`src/rtl/fmac_pkg.sv`:
```
// Shared constants and FSM state encoding for the FMAC receive unload path.
package fmac_pkg;

  localparam int WIDTH          = 256;
  localparam int BYTES_PER_WORD = 32;
  localparam int MAX_LEN        = 9600;

  localparam logic [2:0] S_IDLE = 3'd0;
  localparam logic [2:0] S_LEN  = 3'd1;
  localparam logic [2:0] S_CHK  = 3'd2;
  localparam logic [2:0] S_DATA = 3'd3;
  localparam logic [2:0] S_DROP = 3'd4;

endpackage

```
`src/rtl/fmac_rx_skid2.sv`:
```
// Two-entry skid buffer: head register drives the outputs, tail absorbs one
// extra word so the upstream read pipeline never has to stall mid-flight.
module fmac_rx_skid2 #(
  parameter int DW = 8
) (
  input  logic          clk,
  input  logic          rst,
  input  logic          in_valid,
  input  logic [DW-1:0] in_data,
  output logic          out_valid,
  input  logic          out_ready,
  output logic [DW-1:0] out_data,
  output logic [1:0]    count
);
  import fmac_pkg::*;

  logic [DW-1:0] head_q, head_d;
  logic [DW-1:0] tail_q, tail_d;
  logic [1:0]    cnt_q, cnt_d;
  logic          pop;

  assign out_valid = (cnt_q != 2'd0);
  assign out_data  = head_q;
  assign count     = cnt_q;
  assign pop       = out_valid && out_ready;

  // Pop shifts tail into head; a push lands in the first free slot after the pop.
  always_comb begin
    head_d = head_q;
    tail_d = tail_q;
    cnt_d  = cnt_q;
    if (pop) begin
      head_d = tail_q;
      cnt_d  = cnt_d - 2'd1;
    end
    if (in_valid) begin
      if (cnt_d == 2'd0) begin
        head_d = in_data;
      end else begin
        tail_d = in_data;
      end
      cnt_d = cnt_d + 2'd1;
    end
  end

  // Storage and occupancy registers.
  always_ff @(posedge clk or posedge rst) begin
    if (rst) begin
      head_q <= '0;
      tail_q <= '0;
      cnt_q  <= '0;
    end else begin
      head_q <= head_d;
      tail_q <= tail_d;
      cnt_q  <= cnt_d;
    end
  end

endmodule

```
`src/rtl/fmac_rx_unload.sv`:
```
// Unloads received frames from the RX data/length FIFO pair into a
// sop/eop/byte-enable stream, dropping empty and oversized frames.
module fmac_rx_unload #(
  parameter int WIDTH   = fmac_pkg::WIDTH,
  parameter int LEN_W   = 14,
  parameter int MAX_LEN = fmac_pkg::MAX_LEN
) (
  input  logic               rdclk,
  input  logic               aclr,
  output logic               rdreq,
  input  logic [WIDTH-1:0]   q,
  input  logic               rdempty,
  output logic               ctl_rdreq,
  input  logic [LEN_W-1:0]   ctl_q,
  input  logic               ctl_rdempty,
  output logic [WIDTH-1:0]   out_data,
  output logic               out_valid,
  input  logic               out_ready,
  output logic               out_sop,
  output logic               out_eop,
  output logic [WIDTH/8-1:0] out_be,
  output logic [31:0]        frame_cnt,
  output logic [15:0]        drop_cnt
);
  import fmac_pkg::*;

  localparam int BEW   = WIDTH / 8;
  localparam int REM_W = $clog2(BYTES_PER_WORD);
  localparam int PW    = WIDTH + 2 + BEW;

  logic [2:0]       state_q, state_d;
  logic             run_q, run_d;
  logic [LEN_W-1:0] len_q, len_d;
  logic [LEN_W-1:0] words_q, words_d;
  logic             first_q, first_d;
  logic             pend_q, pend_d;
  logic             pend_sop_q, pend_sop_d;
  logic             pend_eop_q, pend_eop_d;
  logic [31:0]      frame_cnt_q, frame_cnt_d;
  logic [15:0]      drop_cnt_q, drop_cnt_d;

  logic [PW-1:0]    sk_in_data, sk_out_data;
  logic [1:0]       sk_count;
  logic             sk_pop;
  logic [2:0]       occ_next;
  logic [REM_W-1:0] rem;
  logic [BEW-1:0]   eop_be, pend_be;

  assign frame_cnt = frame_cnt_q;
  assign drop_cnt  = drop_cnt_q;
  assign sk_pop    = out_valid && out_ready;

  // Byte enables for the word arriving from the FIFO this cycle.
  always_comb begin
    rem     = len_q[REM_W-1:0];
    eop_be  = (rem == '0) ? '1 : ((BEW'(1) << rem) - BEW'(1));
    pend_be = pend_eop_q ? eop_be : '1;
  end

  assign sk_in_data = {q, pend_sop_q, pend_eop_q, pend_be};
  assign {out_data, out_sop, out_eop, out_be} = sk_out_data;

  fmac_rx_skid2 #(
    .DW(PW)
  ) u_skid (
    .clk      (rdclk),
    .rst      (aclr),
    .in_valid (pend_q),
    .in_data  (sk_in_data),
    .out_valid(out_valid),
    .out_ready(out_ready),
    .out_data (sk_out_data),
    .count    (sk_count)
  );

  // Occupancy is counted after this cycle's departing beat, so a word can be
  // read every cycle while the consumer keeps pace and never more than two
  // words sit between the FIFO output and the stream.
  assign occ_next = {1'b0, sk_count} - {2'b0, sk_pop} + {2'b0, pend_q};

  // Frame sequencing FSM, FIFO pops and counters.
  always_comb begin
    state_d     = state_q;
    run_d       = 1'b1;
    len_d       = len_q;
    words_d     = words_q;
    first_d     = first_q;
    pend_d      = 1'b0;
    pend_sop_d  = pend_sop_q;
    pend_eop_d  = pend_eop_q;
    frame_cnt_d = frame_cnt_q;
    drop_cnt_d  = drop_cnt_q;
    rdreq       = 1'b0;
    ctl_rdreq   = 1'b0;
    case (state_q)
      S_IDLE: begin
        if (run_q && !ctl_rdempty && sk_count == 2'd0 && !pend_q) begin
          ctl_rdreq = 1'b1;
          state_d   = S_LEN;
        end
      end
      S_LEN: begin
        len_d   = ctl_q;
        words_d = (ctl_q >> REM_W) + {{(LEN_W-1){1'b0}}, |ctl_q[REM_W-1:0]};
        state_d = S_CHK;
      end
      S_CHK: begin
        first_d = 1'b1;
        if (len_q == '0) begin
          if (drop_cnt_q != 16'hFFFF) drop_cnt_d = drop_cnt_q + 16'd1;
          state_d = S_IDLE;
        end else if (32'(len_q) > 32'(MAX_LEN)) begin
          state_d = S_DROP;
        end else begin
          state_d = S_DATA;
        end
      end
      S_DATA: begin
        if (!rdempty && words_q != '0 && occ_next < 3'd2) begin
          rdreq      = 1'b1;
          words_d    = words_q - 1'b1;
          first_d    = 1'b0;
          pend_d     = 1'b1;
          pend_sop_d = first_q;
          pend_eop_d = (words_q == LEN_W'(1));
        end
        if (sk_pop && out_eop) begin
          frame_cnt_d = frame_cnt_q + 32'd1;
          state_d     = S_IDLE;
        end
      end
      S_DROP: begin
        if (words_q == '0) begin
          if (drop_cnt_q != 16'hFFFF) drop_cnt_d = drop_cnt_q + 16'd1;
          state_d = S_IDLE;
        end else if (!rdempty) begin
          rdreq   = 1'b1;
          words_d = words_q - 1'b1;
        end
      end
      default: state_d = S_IDLE;
    endcase
  end

  // State registers.
  always_ff @(posedge rdclk or posedge aclr) begin
    if (aclr) begin
      state_q     <= S_IDLE;
      run_q       <= 1'b0;
      len_q       <= '0;
      words_q     <= '0;
      first_q     <= 1'b0;
      pend_q      <= 1'b0;
      pend_sop_q  <= 1'b0;
      pend_eop_q  <= 1'b0;
      frame_cnt_q <= '0;
      drop_cnt_q  <= '0;
    end else begin
      state_q     <= state_d;
      run_q       <= run_d;
      len_q       <= len_d;
      words_q     <= words_d;
      first_q     <= first_d;
      pend_q      <= pend_d;
      pend_sop_q  <= pend_sop_d;
      pend_eop_q  <= pend_eop_d;
      frame_cnt_q <= frame_cnt_d;
      drop_cnt_q  <= drop_cnt_d;
    end
  end

endmodule

```
`config.mk`:
```
export PLATFORM = sky130hd
export DESIGN_NAME = fmac_rx_unload
export DESIGN_NICKNAME = d
export VERILOG_FILES = /design/src/rtl/fmac_pkg.sv /design/src/rtl/fmac_rx_skid2.sv /design/src/rtl/fmac_rx_unload.sv
export SDC_FILE = /design/constraint.sdc
export NUM_CORES = 2
export LEC_CHECK = 0
export ABC_AREA = 1
export CAP_MARGIN = 20
export CORE_MARGIN = 4
export CORE_UTILIZATION = 52
export CTS_CLUSTER_DIAMETER = 40
export DETAILED_ROUTE_END_ITERATION = 10
export HOLD_SLACK_MARGIN = 0.08
export PLACE_DENSITY = 0.92
export RECOVER_POWER = 50
export SKIP_LAST_GASP = 1
export SLEW_MARGIN = 10
export SYNTH_ARGS = -nofsm -noshare
export SYNTH_HDL_FRONTEND = slang
export SYNTH_SLANG_ARGS = --single-unit
```
`constraint.sdc`:
```
create_clock -name rdclk -period 26.6 [get_ports rdclk]
set_clock_uncertainty 0.15 [all_clocks]
set_input_delay 2.66 -clock rdclk [delete_from_list [all_inputs] [get_ports rdclk]]
set_output_delay 2.66 -clock rdclk [all_outputs]
set_load 0.005 [all_outputs]
```
* Word-level counts from Yosys, hierarchy flattened
Index checks and enable logic that the tools add are counted.
** Word-level totals
- Register bits :: 666
- Bits of input ports :: 275
- Output and inout bits :: 341
- Word-level logic and storage cells :: 98
** Operators by class
- $add $sub $neg :: 9
- Order comparisons :: 2
- Equal/unequal tests :: 13
- Shift-type cells :: 1
- Mux-type cells :: 30
- Bitwise operators :: 1
- Reduce and logical (&&, ||, !) cells :: 29
** Operators with widths (number)
- 2-to-1 mux 290 bit :: 3
- 2-to-1 mux 32 bit :: 2
- 2-to-1 mux 16 bit :: 3
- 2-to-1 mux 14 bit :: 3
- case mux 14 bit (3 select lines) :: 1
- adder 32 x 1 -> 32 bit, second input constant :: 1
- case mux 16 bit (2 select lines) :: 1
- left shift 1 x 5 -> 32 bit, first input constant :: 1
- subtractor 32 x 1 -> 32 bit, second input constant :: 1
- logical NOT 14 bit :: 2
- adder 16 x 1 -> 16 bit, second input constant :: 1
- inequality test 16 bit, second input constant :: 1
- 2-to-1 mux 3 bit :: 5
- case mux 3 bit (5 select lines) :: 1
- equality test 14 x 1 -> 1 bit, second input constant :: 1
- greater-than comparator 14 bit, second input constant :: 1
- inequality test 2 bit, second input constant :: 7
- nonzero test 14 bit :: 1
- subtractor 14 x 1 -> 14 bit, second input constant :: 1
- adder 9 x 1 -> 10 bit :: 1
- AND reduction 2 bit :: 4
- logical AND 1 bit :: 7
- 2-to-1 mux 1 bit :: 7
- equality test 3 x 2 -> 1 bit, second input constant :: 2
- 19 further kinds :: 27

* Longest topological paths before layout
- Depth in word-level cells :: 8
- Depth in mapped cells :: 21

* Modules after synthesis
Synthesis repeated with hierarchy kept, for this count alone.
** Unflattened totals
- Cell total of the unflattened synthesis :: 4651
- Area, all modules :: 34078.9 um^2
** By module, submodules not included
- fmac_rx_skid2 :: instances 1, cells an instance 3733, area each 27904.3 um^2, seq. area each 14564.0 um^2
- fmac_rx_unload :: instances 1, cells an instance 918, area each 6174.7 um^2, seq. area each 2102.0 um^2

* Worst setup path after synthesis
Ideal clock, no wire load.
- Kind :: input -> output
- Start point :: input port out_ready
- End point :: output port rdreq
- Arrival time :: 4793 ps
- Slack :: 18997 ps
- Cell stages on the path :: 13
- Path through :: nand2_2 -> inv_1 -> buf_2 -> clkbuf_1 -> clkbuf_1 -> ha_1 -> inv_1 -> ha_1 -> inv_1 -> fa_1 -> xnor2_1 -> nand3_1 -> o22ai_1
** Between the ends
- Cells in the longest elaborated chain, start to end :: 7
** RTL lines
- start, declared :: line fmac_rx_unload.sv:18 : input logic out_ready,
- logical AND 1 bit :: line fmac_rx_unload.sv:51 : assign sk_pop = out_valid && out_ready;
- subtractor 2 x 1 -> 3 bit :: line fmac_rx_unload.sv:79 : assign occ_next = {1'b0, sk_count} - {2'b0, sk_pop} + {2'b0, pend_q};
- adder 3 x 1 -> 3 bit :: line fmac_rx_unload.sv:79
- less-than comparator 3 x 2 -> 1 bit :: line fmac_rx_unload.sv:119 : if (!rdempty && words_q != '0 && occ_next < 3'd2) begin
- logical AND 1 bit :: line fmac_rx_unload.sv:119
- 2-to-1 mux 1 bit :: line fmac_rx_unload.sv:119
- case mux 1 bit (2 select lines) :: line fmac_rx_unload.sv:95 : case (state_q)
- end, declared :: line fmac_rx_unload.sv:10 : output logic rdreq,
No other way between the ends.

* Worst setup path in the final report
Ends and elaborated chain as after synthesis.

==> qor.csv <==
stage;metric;value;unit
outcome;status;finished with violations;
outcome;violations;capacitance limit, slew limit;
synth;synth_edf_count;0;
global_routing;antenna_found_initial;21;
route;viasPerCell;5.78;
die;die_area;60600;um^2
critical_path;cpLargestDelayFamily;buffers and inverters;
critical_path;reg2reg_slack;14.94;ns
global_routing;gr-usage-all-layers;32.1;%
critical_path;startpoint_type;input pin;
cts;cts_resized;0;
route;routed.top_layer;met5;
final_layout;nets;4313;
worst_hold_path;hold_class;reg -> reg;
die;io_pins;616;
global_routing;grt_max_degree;250;
sta;timing.final.crit_share;55.8;%
pwr;ir_drop;0.000106;V
cts;cts_hold_buf;0;
critical_path;worstSetupPathType;in -> out;
cts;h-tree-depth;3;
critical_path;crit_arrival;12.04;ns
synth;ys_top_cells_by_area;dfrtp_1 56%, o21ai_0 12%, nand2_1 12%;
final_layout;drive_above_1_share;5.43;%
die;core-area;56300;um^2
sta;maxSlewViolCount;742;
critical_path;cp_cell_sequence;dlygate4sd3_1 > nand2_1 > clkinvlp_2 > ha_1 > inv_1 > ha_1 > inv_1 > fa_1 > xnor2_1 > nand3_1 > o22ai_1 > clkdlybuf4s50_1;
sta;setup_viol;0;
pwr;leakage;17.8;nW
route;ant_nets;0;
global_routing;grt_pass1_vias;28100;
final_layout;seqCellArea;16700;um^2
critical_path;worst_r2r_path_depth;12;
route;wl_met3;10000;um
synth;syn_inst;3511;
sta;fmax;67.4;MHz
place;dp_hpwl;60600;um
route;drt_iter0_markers;3028;
route;drtPass1Iterations;9;
cts;cts_buffers;92;
die;die_h;246;um
sta;grt_setup_unrepaired;no;
global_routing;overflow;0;
die;start_util;52.5;%
route;wl;101000;um
synth;syn_avg_cell_area;8.41;um^2
critical_path;reg2reg_to;u_skid.out_data[65];
synth;netlist_area;29500;um^2
cts;cts-root-buf;clkbuf_16;
synth;ys_warn_count;0;
synth;yosysSeqAreaShare;56.5;%
sta;max-slew-margin-rel;-248;%
final_layout;syn_to_final_growth;33.0;%
sta;fin_crit;14.85;ns
critical_path;cpPeakStageDelay;4.02;ns
route;wl_met2;47000;um
place;port_buffers;615;
final_layout;fill_cells;3675;
final_layout;post-route-util;69.7;%
route;drc;0;
critical_path;cp_slowest_cell;clkinvlp_2;
synth;synth_top_cell_area_share;56.5;%
cts;clk_pin_slew_worst_paths;0.05;ns
cts;cts_sinks;666;
synth;ys.flop_type;dfrtp_1;
final_layout;multi_input_area;10700;um^2
critical_path;r2r-start;u_skid.count[1];
cts;cts.path.max_buffers;3;
cts;cts_tree;done;
cts;cts_setup_buffers;0;
critical_path;required;23.79;ns
synth;synthesis.nets;3798;
synth;synthDistinctLibCells;47;
route;wl_met1;35900;um
sta;tightest_slew;5.20;ns
route;wl_per_cell;20.7;um
die;rows;87;
critical_path;critPathCaptureType;output port;
critical_path;crit_start;out_ready;
synth;yosysTopAreaCell;dfrtp_1;
sta;hold_viol;0;
route;dr_total_vias;28200;
cts;clock_latency;0.64;ns
place;gp_routability_congestion;0.899;
global_routing;grt_pass1_wl;155000;um
critical_path;path_depth;12;
pwr;p_per_area;120;nW/um^2
run;maxCapViolations;10;
sta;fin_tns_setup;0;ns
synth;synthArstFlopShare;100;%
critical_path;critPathBufInv;5;
die;fp.dieW;246;um
synth;ys_ff_latch;666;
critical_path;critPathCapture;rdreq;
critical_path;cp_max_fo;127;
-- per-stage QoR --
stage / area, um^2 / hold slack (ns) / std cells / total power [mW] / setup WS, ns
2_1_floorplan: 29500 / 0.273 / 3511 / 2.53 / 5.12
3_3_place_gp: 36000 / 0.283 / 4688 / 3.28 / 17.69
3_5_place_dp: 36000 / 0.297 / 4688 / 3.37 / 17.61
4_1_cts: 39300 / 0.322 / 4861 / 4.76 / 17.58
5_1_grt: 39200 / 0.332 / 4880 / 4.95 / 11.12
6_report: 39300 / 0.320 / 4884 / 4.69 / 11.75
-- per-layer routing --
layer | up-vias | GRT usage [%]
li1 | 12500 | -
met1 | 13500 | 37.8
met2 | 1763 | 51.3
met3 | 498 | 9.53
met4 | 2 | 21.2
met5 | - | 0
-- Yosys cell counts (all sizes together), types with 3 or more instances --
cell,count
clkbuf,185
dfrtp,666
xnor2,20
xor2,36
nand4,41
o22ai,102
o31ai,3
nand3,73
nor3,30
inv,323
nor4,4
a31oi,6
nand2,933
a21oi,17
buf,28
o21ai,731
o211ai,8
ha,11
nor2,278
-- how the worst min path moves through the flow --
stage	startpoint	endpoint	slack, ns	cells after the start
3_3_place_gp	u_skid.tail_q[0]	u_skid.tail_q[0]	0.28	2
3_5_place_dp	u_skid.tail_q[0]	u_skid.tail_q[0]	0.30	2
5_1_grt	u_skid.tail_q[278]	u_skid.tail_q[278]	0.33	2
2_1_floorplan	u_skid.tail_q[0]	u_skid.tail_q[0]	0.27	2
6_report	u_skid.tail_q[182]	u_skid.tail_q[182]	0.32	2
4_1_cts	u_skid.tail_q[133]	u_skid.tail_q[133]	0.32	2
-- report_power, final --
part,internal [mW],switching [mW]
sequential,1.49,0.284
combinational,0.670,0.938
clock,0.796,0.514
-- cell usage in the layout (no fill, tap or decap), types with 5 or more instances in the layout --
master	netlist	routed
nand4_1	38	38
ha_1	11	11
dlygate4sd3_1	0	342
bufinv_16	0	13
xnor2_1	20	20
o21ai_1	14	13
o21ai_0	715	716
nand2_2	8	6
inv_1	313	310
clkinv_4	0	12
buf_4	4	12
dfrtp_1	666	666
clkinv_8	0	5
inv_6	0	10
clkinvlp_4	0	17
nand2_1	924	925
inv_8	0	5
nor3_1	27	30
a21oi_1	17	17
clkbuf_1	183	11
xor2_1	36	36
nor2_1	265	267
nand3_1	68	68
clkinv_2	0	9
a31oi_1	6	6
nor2_2	9	6
clkdlybuf4s50_1	0	273
o22ai_1	102	102
diode_2	0	23
o211ai_1	8	8
clkbuf_16	0	93
inv_2	10	8
nand3_2	5	5
nor2_4	4	5
-- tightest hold or removal path: stages, from the launching register on --
cell     delay (ns)
dfrtp_1        0.34
nand2_1        0.05
nand2_1        0.05
-- logic make-up (layout without fill, tap and decap cells) --
logic type	Yosys count	count (layout)	share of synthesized area [%]
buffers and inverters	536	1130	7.10
XOR/XNOR	56	56	1.66
AO/OA/AOI/OAI	875	875	15.5
adder cells (fa/ha/maj)	12	12	0.534
AND/OR/NAND/NOR	1365	1365	18.7
other	1	24	0.0127
flip-flops	666	666	56.5
-- registers in the layout, indices dropped and copies added, names as in the netlist --
register	cells
u_skid.out_data	290
frame_cnt	32
pend_eop_q	1
run_q	1
len_q	14
state_q	3
drop_cnt	16
pend_q	1
u_skid.tail_q	290
pend_sop_q	1
words_q	14
u_skid.count	2
first_q	1
-- layout make-up --
class                      instances  share of cell area, %
timing repair buffer             634                   16.0
clock inverter                    71                   2.35
sequential                       666                   42.5
clock buffer                     102                   6.12
multi-input combinational       2309                   27.4
antenna                           23                  0.147
inverter                         323                   3.13
tap                              756                   2.41
Note: power is estimated with default switching activity, not from simulation.
